## config.mk

```make
export PLATFORM = sky130hd
export DESIGN_NAME = axis_demux_simple
export DESIGN_NICKNAME = d
export VERILOG_FILES = /design/src/rtl/axis_demux_simple.sv
export SDC_FILE = /design/constraint.sdc
export NUM_CORES = 1
export LEC_CHECK = 0
export BUFFER_PORTS_ARGS = -buffer_cell sky130_fd_sc_hd__buf_2
export CORE_MARGIN = 2
export CORE_UTILIZATION = 44
export DETAILED_ROUTE_END_ITERATION = 7
export PLACE_DENSITY = 0.86
export SYNTH_ARGS = -nofsm -noshare
export SYNTH_HDL_FRONTEND = slang
export SYNTH_SLANG_ARGS = --single-unit
export TNS_END_PERCENT = 5
```

## constraint.sdc

```tcl
create_clock -name aclk -period 2.5 [get_ports aclk]
set_input_delay 0.25 -clock aclk [delete_from_list [all_inputs] [get_ports aclk]]
set_output_delay 0.25 -clock aclk [all_outputs]
set_load 0.03 [all_outputs]
```

## src/rtl/axis_demux_simple.sv

```systemverilog
// 1:3 AXI-Stream demultiplexer: one slave stream routed to one of three masters,
// route picked from the enables at packet start and held until tlast.
module axis_demux_simple #(
    parameter int DATAW = 24
) (
    input  logic               aclk,
    input  logic               aresetn,
    input  logic               m0_en,
    input  logic               m1_en,
    input  logic               m2_en,

    input  logic [DATAW-1:0]   s_axis_tdata,
    input  logic               s_axis_tvalid,
    output logic               s_axis_tready,
    input  logic               s_axis_tuser,
    input  logic               s_axis_tlast,
    input  logic               s_axis_tid,
    input  logic               s_axis_tdest,
    input  logic [DATAW/8-1:0] s_axis_tstrb,
    input  logic [DATAW/8-1:0] s_axis_tkeep,

    output logic [DATAW-1:0]   m0_axis_tdata,
    output logic               m0_axis_tvalid,
    input  logic               m0_axis_tready,
    output logic               m0_axis_tuser,
    output logic               m0_axis_tlast,
    output logic               m0_axis_tid,
    output logic               m0_axis_tdest,
    output logic [DATAW/8-1:0] m0_axis_tstrb,
    output logic [DATAW/8-1:0] m0_axis_tkeep,

    output logic [DATAW-1:0]   m1_axis_tdata,
    output logic               m1_axis_tvalid,
    input  logic               m1_axis_tready,
    output logic               m1_axis_tuser,
    output logic               m1_axis_tlast,
    output logic               m1_axis_tid,
    output logic               m1_axis_tdest,
    output logic [DATAW/8-1:0] m1_axis_tstrb,
    output logic [DATAW/8-1:0] m1_axis_tkeep,

    output logic [DATAW-1:0]   m2_axis_tdata,
    output logic               m2_axis_tvalid,
    input  logic               m2_axis_tready,
    output logic               m2_axis_tuser,
    output logic               m2_axis_tlast,
    output logic               m2_axis_tid,
    output logic               m2_axis_tdest,
    output logic [DATAW/8-1:0] m2_axis_tstrb,
    output logic [DATAW/8-1:0] m2_axis_tkeep,

    output logic               drop_pulse
);

    localparam int SW = DATAW / 8;

    typedef enum logic [1:0] {
        IDLE,
        ROUTE,
        DROP
    } state_t;

    state_t            state_q;
    logic [1:0]        cur_sel_q;
    logic [1:0]        out_sel_q;
    logic              out_valid_q;
    logic              drop_q;
    logic [DATAW-1:0]  data_q;
    logic [SW-1:0]     strb_q;
    logic [SW-1:0]     keep_q;
    logic              user_q;
    logic              last_q;
    logic              id_q;
    logic              dest_q;

    logic              sel_ready;
    logic              out_free;
    logic              any_en;
    logic [1:0]        en_sel;
    logic              ready_d;
    logic              discard_d;
    logic [1:0]        route_sel_d;
    logic              accept;
    logic              load;

    always_comb begin
        sel_ready   = 1'b0;
        out_free    = 1'b0;
        any_en      = m0_en | m1_en | m2_en;
        en_sel      = 2'd2;
        ready_d     = 1'b0;
        discard_d   = 1'b0;
        route_sel_d = cur_sel_q;

        case (out_sel_q)
            2'd0:    sel_ready = m0_axis_tready;
            2'd1:    sel_ready = m1_axis_tready;
            default: sel_ready = m2_axis_tready;
        endcase
        out_free = ~out_valid_q | sel_ready;

        if (m0_en) begin
            en_sel = 2'd0;
        end else if (m1_en) begin
            en_sel = 2'd1;
        end

        case (state_q)
            IDLE: begin
                if (any_en) begin
                    ready_d     = out_free;
                    route_sel_d = en_sel;
                end else begin
                    ready_d   = 1'b1;
                    discard_d = 1'b1;
                end
            end
            ROUTE: begin
                ready_d     = out_free;
                route_sel_d = cur_sel_q;
            end
            DROP: begin
                ready_d   = 1'b1;
                discard_d = 1'b1;
            end
            default: ready_d = 1'b0;
        endcase
    end

    // Ready is forced low while reset is held, even though the FSM sits in IDLE.
    assign s_axis_tready = aresetn & ready_d;
    assign accept        = s_axis_tvalid & s_axis_tready;
    assign load          = accept & ~discard_d;

    always_ff @(posedge aclk or negedge aresetn) begin
        if (!aresetn) begin
            state_q     <= IDLE;
            cur_sel_q   <= '0;
            out_sel_q   <= '0;
            out_valid_q <= 1'b0;
            drop_q      <= 1'b0;
            data_q      <= '0;
            strb_q      <= '0;
            keep_q      <= '0;
            user_q      <= 1'b0;
            last_q      <= 1'b0;
            id_q        <= 1'b0;
            dest_q      <= 1'b0;
        end else begin
            drop_q <= accept & discard_d & s_axis_tlast;

            if (load) begin
                data_q      <= s_axis_tdata;
                strb_q      <= s_axis_tstrb;
                keep_q      <= s_axis_tkeep;
                user_q      <= s_axis_tuser;
                last_q      <= s_axis_tlast;
                id_q        <= s_axis_tid;
                dest_q      <= s_axis_tdest;
                out_sel_q   <= route_sel_d;
                out_valid_q <= 1'b1;
            end else if (sel_ready) begin
                out_valid_q <= 1'b0;
            end

            if (accept) begin
                case (state_q)
                    IDLE: begin
                        cur_sel_q <= route_sel_d;
                        if (!s_axis_tlast) begin
                            state_q <= discard_d ? DROP : ROUTE;
                        end
                    end
                    ROUTE, DROP: begin
                        if (s_axis_tlast) begin
                            state_q <= IDLE;
                        end
                    end
                    default: state_q <= IDLE;
                endcase
            end
        end
    end

    assign m0_axis_tvalid = out_valid_q & (out_sel_q == 2'd0);
    assign m1_axis_tvalid = out_valid_q & (out_sel_q == 2'd1);
    assign m2_axis_tvalid = out_valid_q & (out_sel_q == 2'd2);

    assign m0_axis_tdata = data_q;
    assign m0_axis_tstrb = strb_q;
    assign m0_axis_tkeep = keep_q;
    assign m0_axis_tuser = user_q;
    assign m0_axis_tlast = last_q;
    assign m0_axis_tid   = id_q;
    assign m0_axis_tdest = dest_q;

    assign m1_axis_tdata = data_q;
    assign m1_axis_tstrb = strb_q;
    assign m1_axis_tkeep = keep_q;
    assign m1_axis_tuser = user_q;
    assign m1_axis_tlast = last_q;
    assign m1_axis_tid   = id_q;
    assign m1_axis_tdest = dest_q;

    assign m2_axis_tdata = data_q;
    assign m2_axis_tstrb = strb_q;
    assign m2_axis_tkeep = keep_q;
    assign m2_axis_tuser = user_q;
    assign m2_axis_tlast = last_q;
    assign m2_axis_tid   = id_q;
    assign m2_axis_tdest = dest_q;

    assign drop_pulse = drop_q;

endmodule
```

Word level (Yosys, flattened, before mapping)
Cells that the tools add are included.

Mux-type cells: 15. Equal/unequal tests: 6. Bitwise logic cells: 13. $lt $le $gt $ge: 0. Reductions and logical operators: 6. Add/sub/neg operators: 0. Shift operators: 0. Multipliers: 0. Div/mod/pow operators: 0.

Operator list (number): $mux 2 (7); $and 1x1->1 (8); $eq 2x1->1 const B (2); $eq 2x2->1 const B (2); $logic_not 2->1 (2); $mux 1 (4); $ne 2x2->1 const B (2); $pmux 1 s2 (2); $pmux 2 s2 (1); $or 1x1->1 (3); $pmux 1 s3 (1); $reduce_and 3->1 (1); $not 1->1 (2); $reduce_and 2->1 (1); $reduce_bool 2->1 (1); $reduce_or 2->1 (1).

Bits of input ports: 43. Memories kept: 0. Word-level logic and storage cells: 52. Bits in read-only memories: 0. Flip-flop bits (word level): 42. RAM bits: 0. Output and inout bits: 107. Latch bits: 0.

Depth between registers and ports, before layout
Gate-level depths: netlist of the first run.

Depth in word-level cells: 9. Mapped depth: 8. Mapped depth without buffers: 6.

Worst setup path after synthesis of the first run
OpenSTA, ideal clock, no wires.

Path kind: flip-flop to output port. Start point: reg state_q[1]. End point: out s_axis_tready. Cell stages (with the launch flop): 7. Arrival time: 1.794 ns. Data required time: 2.250 ns. Setup slack: 0.456 ns. Path buffers: 1. Path through: dfrtp_1 > inv_1 > ha_1 > buf_2 > a31o_2 > a21oi_1 > nor3b_1.

Longest elaborated chain between the ends: 3. Elaborated cells on any way between the ends: 5. Classes of those cells: eq/ne: 2; mux: 1; bitwise: 1; reduce/logical: 1.

Ends and longest elaborated chain: start: declaration (line 63) `state_t state_q;`; start signal: assignment (line 171) `state_q <= discard_d ? DROP : ROUTE;`; $eq 2x2->1 (tied with other cells) (line 108) `case (state_q)`; $pmux 1 s3 * (line 108); $and 1x1->1 * (line 131) `assign s_axis_tready = aresetn & ready_d;`; end: declaration (line 14) `output logic s_axis_tready,`.

Mark *: on every way between the ends. The rest lies on a longest branch, timed or not.

Worst setup path in the final report of the first run
Ends and elaborated chain as after synthesis.

==> metrics.md, run 1 <==
| Metric | Value |
|---|---|
| CTS buffer count | 5 |
| Clk sink count | 42 |
| Routed via count | around 1600 |
| Syn-to-layout area delta | 16.2% |
| GP Congestion | a little under 0.8 |
| GRT Util Overall | 0.140 |
| Max IR drop VDD | 0.000214 V |
| Min Tclk post-route | 2.18 ns |
| Ant. Diodes | 0 |
| NetSw | approximately 0.34 mW |
| H-tree depth | 2 |
| Power per cell area | 493 nW/um2 |
| DIE AREA | around 6200 um2 |
| Share of cells above drive strength 1 | 0.723 |
| Internal | 1.08 mW |
| CP endpoint kind | primary output |
| Leak pwr | between 1.5 and 2 nW |
| DR vias/cell | between 4 and 5 |
| Worst Skew | 0.00530 ns |
| Worst path cell trace | inv_1 -> ha_1 -> a31o_2 -> a21oi_1 -> nor3b_1 -> buf_2 |
| Clock Power Share | 0.378 |
| Post-DRT Antenna Nets | 0 |
| Status | finished clean |
| Crit path launch type | flip-flop |
| First-iteration detailed-routing DRC count | 29 |
| Sequential share of power | 0.494 |
| Core Util, Final | 0.526 |
| Max FO, Critical Path | 9 |
| Core Rows | 27 |
| Crit path required time | roughly 2.3 ns |
| Skew-Pair Late Insertion Delay | ~0.29 ns |
| Critical Path AT | 1.93 ns |
| TritonCTS clock tree | done |
| Post-synthesis async set-or-reset flop share | 1.00 |
| Hold Fails Final Rpt | 0 |
| Drt total wl | approximately 4600 um |
| Hpwl dp | about 3600 um |
| Seq/Total Area, Yosys | 0.424 |
| I/O Pins | 150 |
| Yosys synthesis warning count | 0 |
| CP delay by family, top | flip-flops |
| Worst Max-Slew Pin Slew | 0.407 ns |
| Logic pwr share | 0.128 |
| First-pass GRT wire length | about 7000 um |
| Vias in the first global route | roughly 1500 |
| Most frequent cells in the layout | buf_2, dfrtp_1, mux2_4 |
| Clk buf depth | 2 |
| DR DRC count | 0 |
| Drt pass-1 iters | 3 |
| Fmax | about 460 MHz |
| Per-cell routed wire length | about 13 um |
| Net Sw Frac | 0.242 |
| Max stage delay on crit path | 0.43 ns |
| Pins over their slew limit | 0 |
| Max_cap viols | 0 |
| Grt ovf | 0 |
| Final setup vio count | 0 |
| Slew HR | 0.728 |
| CTS clk-pin slew, worst paths | approximately 0.08 ns |
| Synth Instances | slightly below 200 |
| Post-synth cell types | 30 |
| Worst hold slack | 0.188 ns |
| Die H | 79.0 um |
| Synth Net Count | around 240 |
| Initial antenna violation count | 0 |
| Die X | just under 80 um |
| Part of the cycle the worst path needs | 0.870 |
| RSZ-0062 raised after global routing | no |
| Worst hold path type | in -> reg |
| Slowest CP cell | dfrtp_1 |
| Netlist Area Pre-Place | between 2000 and 2500 um2 |
| Worst path bufs/invs | 2 |
| Core Area | around 5500 um2 |
| Commonest non-fill, non-tap cell in the layout | buf_2 |
| Starting density of the core | 0.452 |
| Top FF cell, synth | dfrtp_1 |
| Final #Nets | between 300 and 400 |
| EDFF count, synth | 0 |
| Syn_area_per_cell | between 10 and 15 um2 |
| Critical path type | reg -> out |
| Number of synthesized register bits | between 40 and 50 |
| IO Port Bufs | roughly 150 |
| Pin count of the biggest net entering global routing | 32 |
| Setup TNS | 0 ns |
| Root Buffer | clkbuf_8 |
worst reg2reg max path, delay by kind of cell, from the launching register on:
kind                       cells  cell delay (ns)
AOI/OAI and AO/OA              1             0.27
muxes                          1             0.38
and+or+nand+nor                1             0.14
DFF                            1             0.43
adders and majority gates      1             0.32
buffers and inverters          2             0.48
routing by layer:
metal | global-route usage | vias to the layer above | wire length [um]
met4 | 0.0310 | 0 | 30
li1 | - | 764 | -
met5 | 0 | - | 0
met2 | 0.249 | 84 | 2300
met3 | 0.0386 | 5 | 391
met1 | 0.168 | 793 | 1880
registers in the layout, summed over array words and instances (netlist names):
signal         cells
m0_axis_tdata     24
drop_pulse         1
m0_axis_tuser      1
m0_axis_tdest      1
m0_axis_tstrb      3
m0_axis_tlast      1
out_sel_q          2
m0_axis_tkeep      3
m0_axis_tid        1
out_valid_q        1
cur_sel_q          2
state_q            2
layout make-up:
type	instances	area, um2
timing repair buffer	154	786
clock inverter	1	30.0
multi-input combinational	75	823
fill	498	2590
tap	72	90.1
inverter	4	15.0
clock buffer	6	82.6
sequential	42	1050
stage by stage:
| stage | std cells | power (mW) | cell area [um2] | setup slack [ns] |
|---|---|---|---|---|
| 6_report | 354 | 1.42 | 2880 | 0.325 |
| 5_1_grt | 354 | 1.48 | 2880 | 0.174 |
| 4_1_cts | 354 | 1.45 | 2880 | 0.308 |
| 3_5_place_dp | 346 | 0.897 | 2760 | 0.368 |
| 3_3_place_gp | 346 | 0.893 | 2760 | 0.456 |
| 2_1_floorplan | 194 | 0.840 | 2480 | 0.456 |
power groups by stage:
stage	clock network (mW)	registers, mW	logic, mW
5_1_grt	0.586	0.703	0.194
6_report	0.536	0.701	0.181
4_1_cts	0.561	0.701	0.185
3_3_place_gp	0	0.714	0.180
3_5_place_dp	0	0.715	0.183
2_1_floorplan	0	0.738	0.102
worst paths after layout:
kind / startpoint / to / slack [ns] / cells after the start
max: state_q[1] / s_axis_tready / 0.32 / 6
max in group asynchronous: aresetn / m0_axis_tdata[18] / 1.34 / 4
min reg2reg: cur_sel_q[0] / cur_sel_q[0] / 0.51 / 1
max reg2reg: state_q[1] / out_sel_q[0] / 0.36 / 6
min in group asynchronous: aresetn / out_sel_q[0] / 0.51 / 3
min: s_axis_tstrb[2] / m0_axis_tstrb[2] / 0.19 / 2
what timing repair did:
action	in CTS	in global routing
hold endpoints to repair	11	0
setup endpoints to repair	0	0
gates resized for setup	0	0
setup buffers	0	0
hold buffers	1	0
cell families (layout without fill, tap and decap cells):
family / count (synthesis) / in the layout / share of synthesized area
compound gates: 15 / 15 / 0.0480
buf+inv: 77 / 165 / 0.243
flops: 42 / 42 / 0.424
fa+ha+maj: 4 / 4 / 0.0202
mux: 38 / 38 / 0.216
simple gates: 18 / 18 / 0.0480
synthesized netlist by cell type, types with 2 or more instances:
library cell / instances / area share
a21oi_1: 3 / 0.0061
a32o_1: 3 / 0.012
and3b_2: 2 / 0.0081
buf_12: 3 / 0.024
buf_4: 68 / 0.21
dfrtp_1: 42 / 0.42
ha_1: 4 / 0.020
inv_1: 4 / 0.0061
mux2_2: 8 / 0.036
mux2_4: 29 / 0.18
nand2_1: 3 / 0.0045
nand4b_1: 2 / 0.0071
nor2_1: 4 / 0.0061
nor3b_1: 2 / 0.0061
o21ai_0: 2 / 0.0040
No activity file was read; power rests on OpenSTA's default activity.
==> inputs of run 2 (changes only) <==
--- a/config.mk
+++ b/config.mk
@@ -6,10 +6,10 @@
 export NUM_CORES = 1
 export LEC_CHECK = 0
 export BUFFER_PORTS_ARGS = -buffer_cell sky130_fd_sc_hd__buf_2
-export CORE_MARGIN = 2
-export CORE_UTILIZATION = 44
+export CORE_UTILIZATION = 45
+export CTS_BUF_LIST = sky130_fd_sc_hd__clkbuf_2 sky130_fd_sc_hd__clkbuf_4 sky130_fd_sc_hd__clkbuf_8
 export DETAILED_ROUTE_END_ITERATION = 7
-export PLACE_DENSITY = 0.86
+export PLACE_DENSITY = 0.88
 export SYNTH_ARGS = -nofsm -noshare
 export SYNTH_HDL_FRONTEND = slang
 export SYNTH_SLANG_ARGS = --single-unit
==> metrics.md, run 2 (same netlist as run 1, synthesis figures left out) <==
| Metric | Value |
|---|---|
| NetSw | 0.339 mW (-1.2%) |
| Max_cap viols | 0 (unchanged) |
| Routed via count | 1665 (+1.2%) |
| Critical path type | reg -> out |
| Final setup vio count | 0 (unchanged) |
| Hold Fails Final Rpt | 0 (unchanged) |
| Core Area | 5200 um2 (-4.9%) |
| Max FO, Critical Path | 9 (unchanged) |
| I/O Pins | 150 (unchanged) |
| Starting density of the core | 0.476 (+0.0233) |
| Place WS | 0.333 ns (-0.0343 ns) |
| CTS clk-pin slew, worst paths | 0.08 ns (about the same) |
| RR Endpoint | m0_axis_tdata[22] |
| DR DRC count | 0 (unchanged) |
| Skew-Pair Late Insertion Delay | 0.28 ns (about the same) |
| First-iteration detailed-routing DRC count | 47 (+62%) |
| First-pass GRT wire length | 7420 um (+6.0%) |
| Initial antenna violation count | 0 (unchanged) |
| Internal | 1.08 mW (about the same) |
| Commonest non-fill, non-tap cell in the layout | buf_2 |
| Setup TNS | 0 ns (unchanged) |
| Leak pwr | 1.89 nW (+0.11%) |
| Fmax | 449 MHz (-2.2%) |
| Clock Power Share | 0.377 (about the same) |
| Min Tclk post-route | 2.23 ns (+0.0500 ns) |
| Clk sink count | 42 (unchanged) |
| Core Rows | 26 (-3.7%) |
| Power per cell area | 492 nW/um2 (-0.17%) |
| Final setup margin | 0.275 ns (-0.0500 ns) |
| Status | finished clean |
| Max IR drop VDD | 0.000180 V (-16%) |
| Max FFs per register | 24 (unchanged) |
| Drt pass-1 iters | 4 (+1) |
| Worst Skew | 0.00626 ns (+0.000960 ns) |
| Die X | 76.2 um (-3.6%) |
| Cell count of the worst reg-to-reg path | 6 (unchanged) |
| CTS buffer count | 5 (unchanged) |
| Logic pwr share | 0.128 (about the same) |
| Root Buffer | clkbuf_8 |
| IO Port Bufs | 149 (unchanged) |
| Pins over their slew limit | 0 (unchanged) |
| Part of the cycle the worst path needs | 0.890 (+0.0200) |
| Max stage delay on crit path | 0.44 ns (about the same) |
| Hpwl dp | 3540 um (-1.3%) |
| GRT Util Overall | 0.162 (+0.0218) |
| Reg2Reg Launch Point | state_q[1] |
| GP Congestion | 0.706 (-10%) |
| Syn-to-layout area delta | 16.2% (about the same) |
| Grt ovf | 0 (unchanged) |
| Die H | 76.2 um (-3.6%) |
| Final #Nets | 329 (unchanged) |
| Clk buf depth | 2 (unchanged) |
| Crit path required time | 2.25 ns (about the same) |
| Sequential share of power | 0.496 (+0.002) |
| Pin count of the biggest net entering global routing | 32 (unchanged) |
| Worst hold path type | in -> reg |
| Worst Hold Depth | 2 (unchanged) |
| H-tree depth | 2 (unchanged) |
| Ant. Diodes | 0 (unchanged) |
| Critical Path AT | 1.98 ns (+0.05 ns) |
| Vias in the first global route | 1513 (+0.46%) |
| TritonCTS clock tree | done |
| Post-CTS Repair Setup Buffers | 0 (unchanged) |
| Hold path endpoint | m0_axis_tkeep[0] |
| Share of cells above drive strength 1 | 0.724 (+0.000977) |
| Min-Delay Startpoint | s_axis_tkeep[0] |
| Crit path launch type | flip-flop |
| R2R Setup Slk | 0.32 ns (-0.04 ns) |
| Post-DRT Antenna Nets | 0 (unchanged) |
| Worst Max-Slew Pin Slew | 0.384 ns (-0.0233 ns) |
| DR vias/cell | 4.72 (+1.4%) |
| Net Sw Frac | 0.239 (-0.00232) |
| Drt total wl | 4520 um (-1.9%) |
| Most frequent cells in the layout | buf_2, dfrtp_1, mux2_4 |
| Per-cell routed wire length | 12.8 um (-1.6%) |
| RSZ-0062 raised after global routing | no |
| Slew HR | 0.744 (+0.0156) |
| DIE AREA | 5800 um2 (-7.0%) |
| CP endpoint kind | primary output |
| Worst path cell trace | inv_1 -> ha_1 -> or2_2 -> a21oi_1 -> nor3b_1 -> buf_2 |
| Slowest CP cell | dfrtp_1 |
run 2: through the flow:
step | util | hold WS [ns] | total power [mW] | cell area [um2] | std cells
after CTS | 0.553 | 0.182 | 1.44 | 2880 | 353
after detailed placement | 0.529 | 0.267 | 0.896 | 2750 | 344
after global placement | 0.529 | 0.270 | 0.893 | 2750 | 344
after global routing | 0.553 | 0.174 | 1.48 | 2880 | 353
after floorplan | - | -0.0456 | 0.840 | 2480 | 194
final | 0.553 | 0.196 | 1.42 | 2880 | 353
run 2: area by class of cell:
cell class / instances / area [um2]
inverters: 4 / 15.0
flip-flops and latches: 42 / 1050
clock inverters: 1 / 30.0
clock buffers: 7 / 83.8
repair buffers: 154 / 786
fillers: 462 / 2330
multi-input cells: 75 / 823
well taps: 70 / 87.6
run 2: repair_timing:
item                                    in CTS  in global routing
hold buffers                                 1                  0
hold endpoints to repair                    11                  0
resized for setup                            0                  0
endpoints found under the setup margin       0                  0
run 2: worst max-delay path by stage:
stage / start / endpoint / slack [ns] / cells after the start
2_1_floorplan: state_q[1] / s_axis_tready / 0.46 / 6
3_3_place_gp: state_q[1] / m0_axis_tkeep[1] / 0.46 / 6
3_5_place_dp: state_q[1] / m0_axis_tdata[22] / 0.33 / 6
4_1_cts: state_q[1] / s_axis_tready / 0.29 / 6
5_1_grt: state_q[1] / s_axis_tready / 0.13 / 6
6_report: state_q[1] / s_axis_tready / 0.27 / 6
run 2: per-layer routing:
layer,GRT usage,part of all wire,vias to the layer above
met5,0,0,-
met4,0.0404,0.0055,0
met3,0.0467,0.070,4
met2,0.289,0.52,91
met1,0.190,0.40,801
li1,-,-,769
run 2: power by group through the flow:
stage / Clock [mW] / Sequential (mW) / Combinational (mW)
after floorplan: 0 / 0.738 / 0.102
after global placement: 0 / 0.714 / 0.180
after detailed placement: 0 / 0.715 / 0.182
after CTS: 0.555 / 0.701 / 0.183
after global routing: 0.582 / 0.704 / 0.193
final: 0.533 / 0.701 / 0.181
run 2: worst max-delay path, delay by kind of cell (launching register included):
family / cells / cell delay (ns)
compound gates: 1 / 0.27
simple gates: 2 / 0.40
flops: 1 / 0.44
fa+ha+maj: 1 / 0.29
buf+inv: 2 / 0.29
==> inputs of run 3 (changes only) <==
--- a/config.mk
+++ b/config.mk
@@ -6,10 +6,10 @@
 export NUM_CORES = 1
 export LEC_CHECK = 0
 export BUFFER_PORTS_ARGS = -buffer_cell sky130_fd_sc_hd__buf_2
-export CORE_UTILIZATION = 45
+export CORE_UTILIZATION = 48
 export CTS_BUF_LIST = sky130_fd_sc_hd__clkbuf_2 sky130_fd_sc_hd__clkbuf_4 sky130_fd_sc_hd__clkbuf_8
 export DETAILED_ROUTE_END_ITERATION = 7
-export PLACE_DENSITY = 0.88
+export PLACE_DENSITY = 0.93
 export SYNTH_ARGS = -nofsm -noshare
 export SYNTH_HDL_FRONTEND = slang
 export SYNTH_SLANG_ARGS = --single-unit
==> constraint.sdc (replaced) <==
create_clock -name aclk -period 2.7 [get_ports aclk]
set_input_delay 0.27 -clock aclk [delete_from_list [all_inputs] [get_ports aclk]]
set_output_delay 0.27 -clock aclk [all_outputs]
set_load 0.03 [all_outputs]
==> metrics.md, run 3 (same netlist as run 1, synthesis figures left out) <==
| Metric | Value |
|---|---|
| Clk sink count | 42 (unchanged) |
| Core Rows | 25 (-3.8%) |
| First-pass GRT wire length | 7350 um (-0.93%) |
| Post-CTS Repair Setup Buffers | 0 (unchanged) |
| Final setup margin | 0.432 ns (+0.157 ns) |
| Worst hold slack | 0.0914 ns (-0.104 ns) |
| Power per cell area | 437 nW/um2 (-11%) |
| Grt ovf | 0 (unchanged) |
| IO Port Bufs | 149 (unchanged) |
| Syn-to-layout area delta | 14.6% |
| Post-route total power | 1.24 mW (-12%) |
| Max IR drop VDD | 0.000261 V (+45%) |
| Pin count of the biggest net entering global routing | 44 (+38%) |
| Part of the cycle the worst path needs | 0.840 |
| Slew HR | 0.638 (-0.106) |
| Setup TNS | 0 ns (unchanged) |
| Final #Nets | 327 (-0.61%) |
| H-tree depth | 2 (unchanged) |
| GRT Util Overall | 0.181 (+0.0195) |
| Most frequent cells in the layout | buf_2, dfrtp_1, mux2_4 |
| CTS buffer count | 5 (unchanged) |
| Die H | 73.8 um (-3.1%) |
| Worst hold path type | in -> async |
| Core Area | 4850 um2 (-6.9%) |
| Hpwl dp | 3870 um (+9.2%) |
| Post-DRT Antenna Nets | 0 (unchanged) |
| GP Congestion | 0.796 (+13%) |
| I/O Pins | 150 (unchanged) |
| Fmax | 441 MHz |
| Status | finished clean |
| Pins over their slew limit | 0 (unchanged) |
| Hold Fails Final Rpt | 0 (unchanged) |
| Share of cells above drive strength 1 | 0.726 (+0.00160) |
| First-iteration detailed-routing DRC count | 53 (+13%) |
| TritonCTS clock tree | done |
| Root Buffer | clkbuf_8 |
| Worst Skew | 0.00702 ns (+0.000763 ns) |
| Per-cell routed wire length | 14.5 um (+13%) |
| Clk buf depth | 2 (unchanged) |
| Worst Max-Slew Pin Slew | 0.542 ns (+0.158 ns) |
| Drt pass-1 iters | 4 (unchanged) |
| Post-route cell area | 2840 um2 (-1.4%) |
| Routed via count | 1642 (-1.4%) |
| Max FO, Critical Path | 9 (unchanged) |
| Initial antenna violation count | 0 (unchanged) |
| Critical Path AT | 2.00 ns (+0.02 ns) |
| Dpl cell area | 2740 um2 (-0.41%) |
| DR vias/cell | 4.72 (about the same) |
| Crit path launch type | flip-flop |
| Max FFs per register | 24 (unchanged) |
| Critical path type | reg -> out |
| Final setup vio count | 0 (unchanged) |
| Ant. Diodes | 0 (unchanged) |
| Vias in the first global route | 1555 (+2.8%) |
| CTS clk-pin slew, worst paths | 0.08 ns (about the same) |
| Starting density of the core | 0.511 (+0.0350) |
| DIE AREA | 5450 um2 (-6.1%) |
| Place WS | 0.551 ns (+0.218 ns) |
| Skew-Pair Late Insertion Delay | 0.30 ns (+0.02 ns) |
| Commonest non-fill, non-tap cell in the layout | buf_2 |
| # hold bufs at CTS | 0 (-1) |
| CP endpoint kind | primary output |
| RSZ-0062 raised after global routing | no |
| Crit path required time | 2.43 ns (+0.18 ns) |
| Fill cell count | 391 (-15%) |
| PostCTS Resize Cnt | 0 (unchanged) |
| Min Tclk post-route | 2.27 ns |
| Die X | 73.8 um (-3.1%) |
| Drt total wl | 5050 um (+12%) |
| Max_cap viols | 0 (unchanged) |
| DR DRC count | 0 (unchanged) |
| Leak pwr | 1.87 nW (-1.1%) |
[run 3: layout make-up]
class	count	area (um2)	share of cell area
sequential	42	1050	0.371
multi-input combinational	75	823	0.290
timing repair buffer	152	768	0.271
tap	67	83.8	0.0296
clock buffer	6	82.6	0.0291
inverter	4	15.0	0.00529
clock inverter	2	12.5	0.00441
[run 3: critical path, stage by stage, from the launching register on]
cell and delay [ns]:
dfrtp_1 0.43, inv_1 0.11, ha_1 0.30, or2_2 0.32, a21oi_1 0.29, nor3b_1 0.09
buf_2 0.19
[run 3: worst paths after layout]
path | from | endpoint | slack [ns] | depth (start not counted)
worst max-delay path | state_q[1] | s_axis_tready | 0.43 | 6
worst min-delay path | aresetn | m0_axis_tdata[3] | 0.09 | 2
worst max register to register | state_q[1] | m0_axis_tstrb[0] | 0.53 | 6
worst min register to register | cur_sel_q[0] | cur_sel_q[0] | 0.51 | 1
max in group asynchronous | aresetn | m0_axis_tstrb[2] | 2.23 | 2
min in group aclk | s_axis_tdata[13] | m0_axis_tdata[13] | 0.20 | 2
[run 3: power breakdown]
part / internal [mW] / total (mW) / switching [mW] / leakage (nW)
clock network: 0.206 / 0.423 / 0.218 / 0.0472
registers: 0.639 / 0.650 / 0.0103 / 0.574
logic: 0.0588 / 0.167 / 0.108 / 1.25
total: 0.904 / 1.24 / 0.336 / 1.87
[run 3: metrics by stage]
stage	std cells	util
6_report	348	0.585
5_1_grt	348	0.585
4_1_cts	348	0.585
3_5_place_dp	340	0.565
3_3_place_gp	340	0.565
2_1_floorplan	194	-
[run 3: metal layers]
layer | GRT usage | wire [um] | share of wire | vias to the layer above
met4 | 0.0876 | 86 | 0.017 | 0
met2 | 0.332 | 2870 | 0.57 | 76
met3 | 0.0288 | 194 | 0.038 | 7
met5 | 0 | 0 | 0 | -
met1 | 0.203 | 1900 | 0.38 | 799
li1 | - | - | - | 760
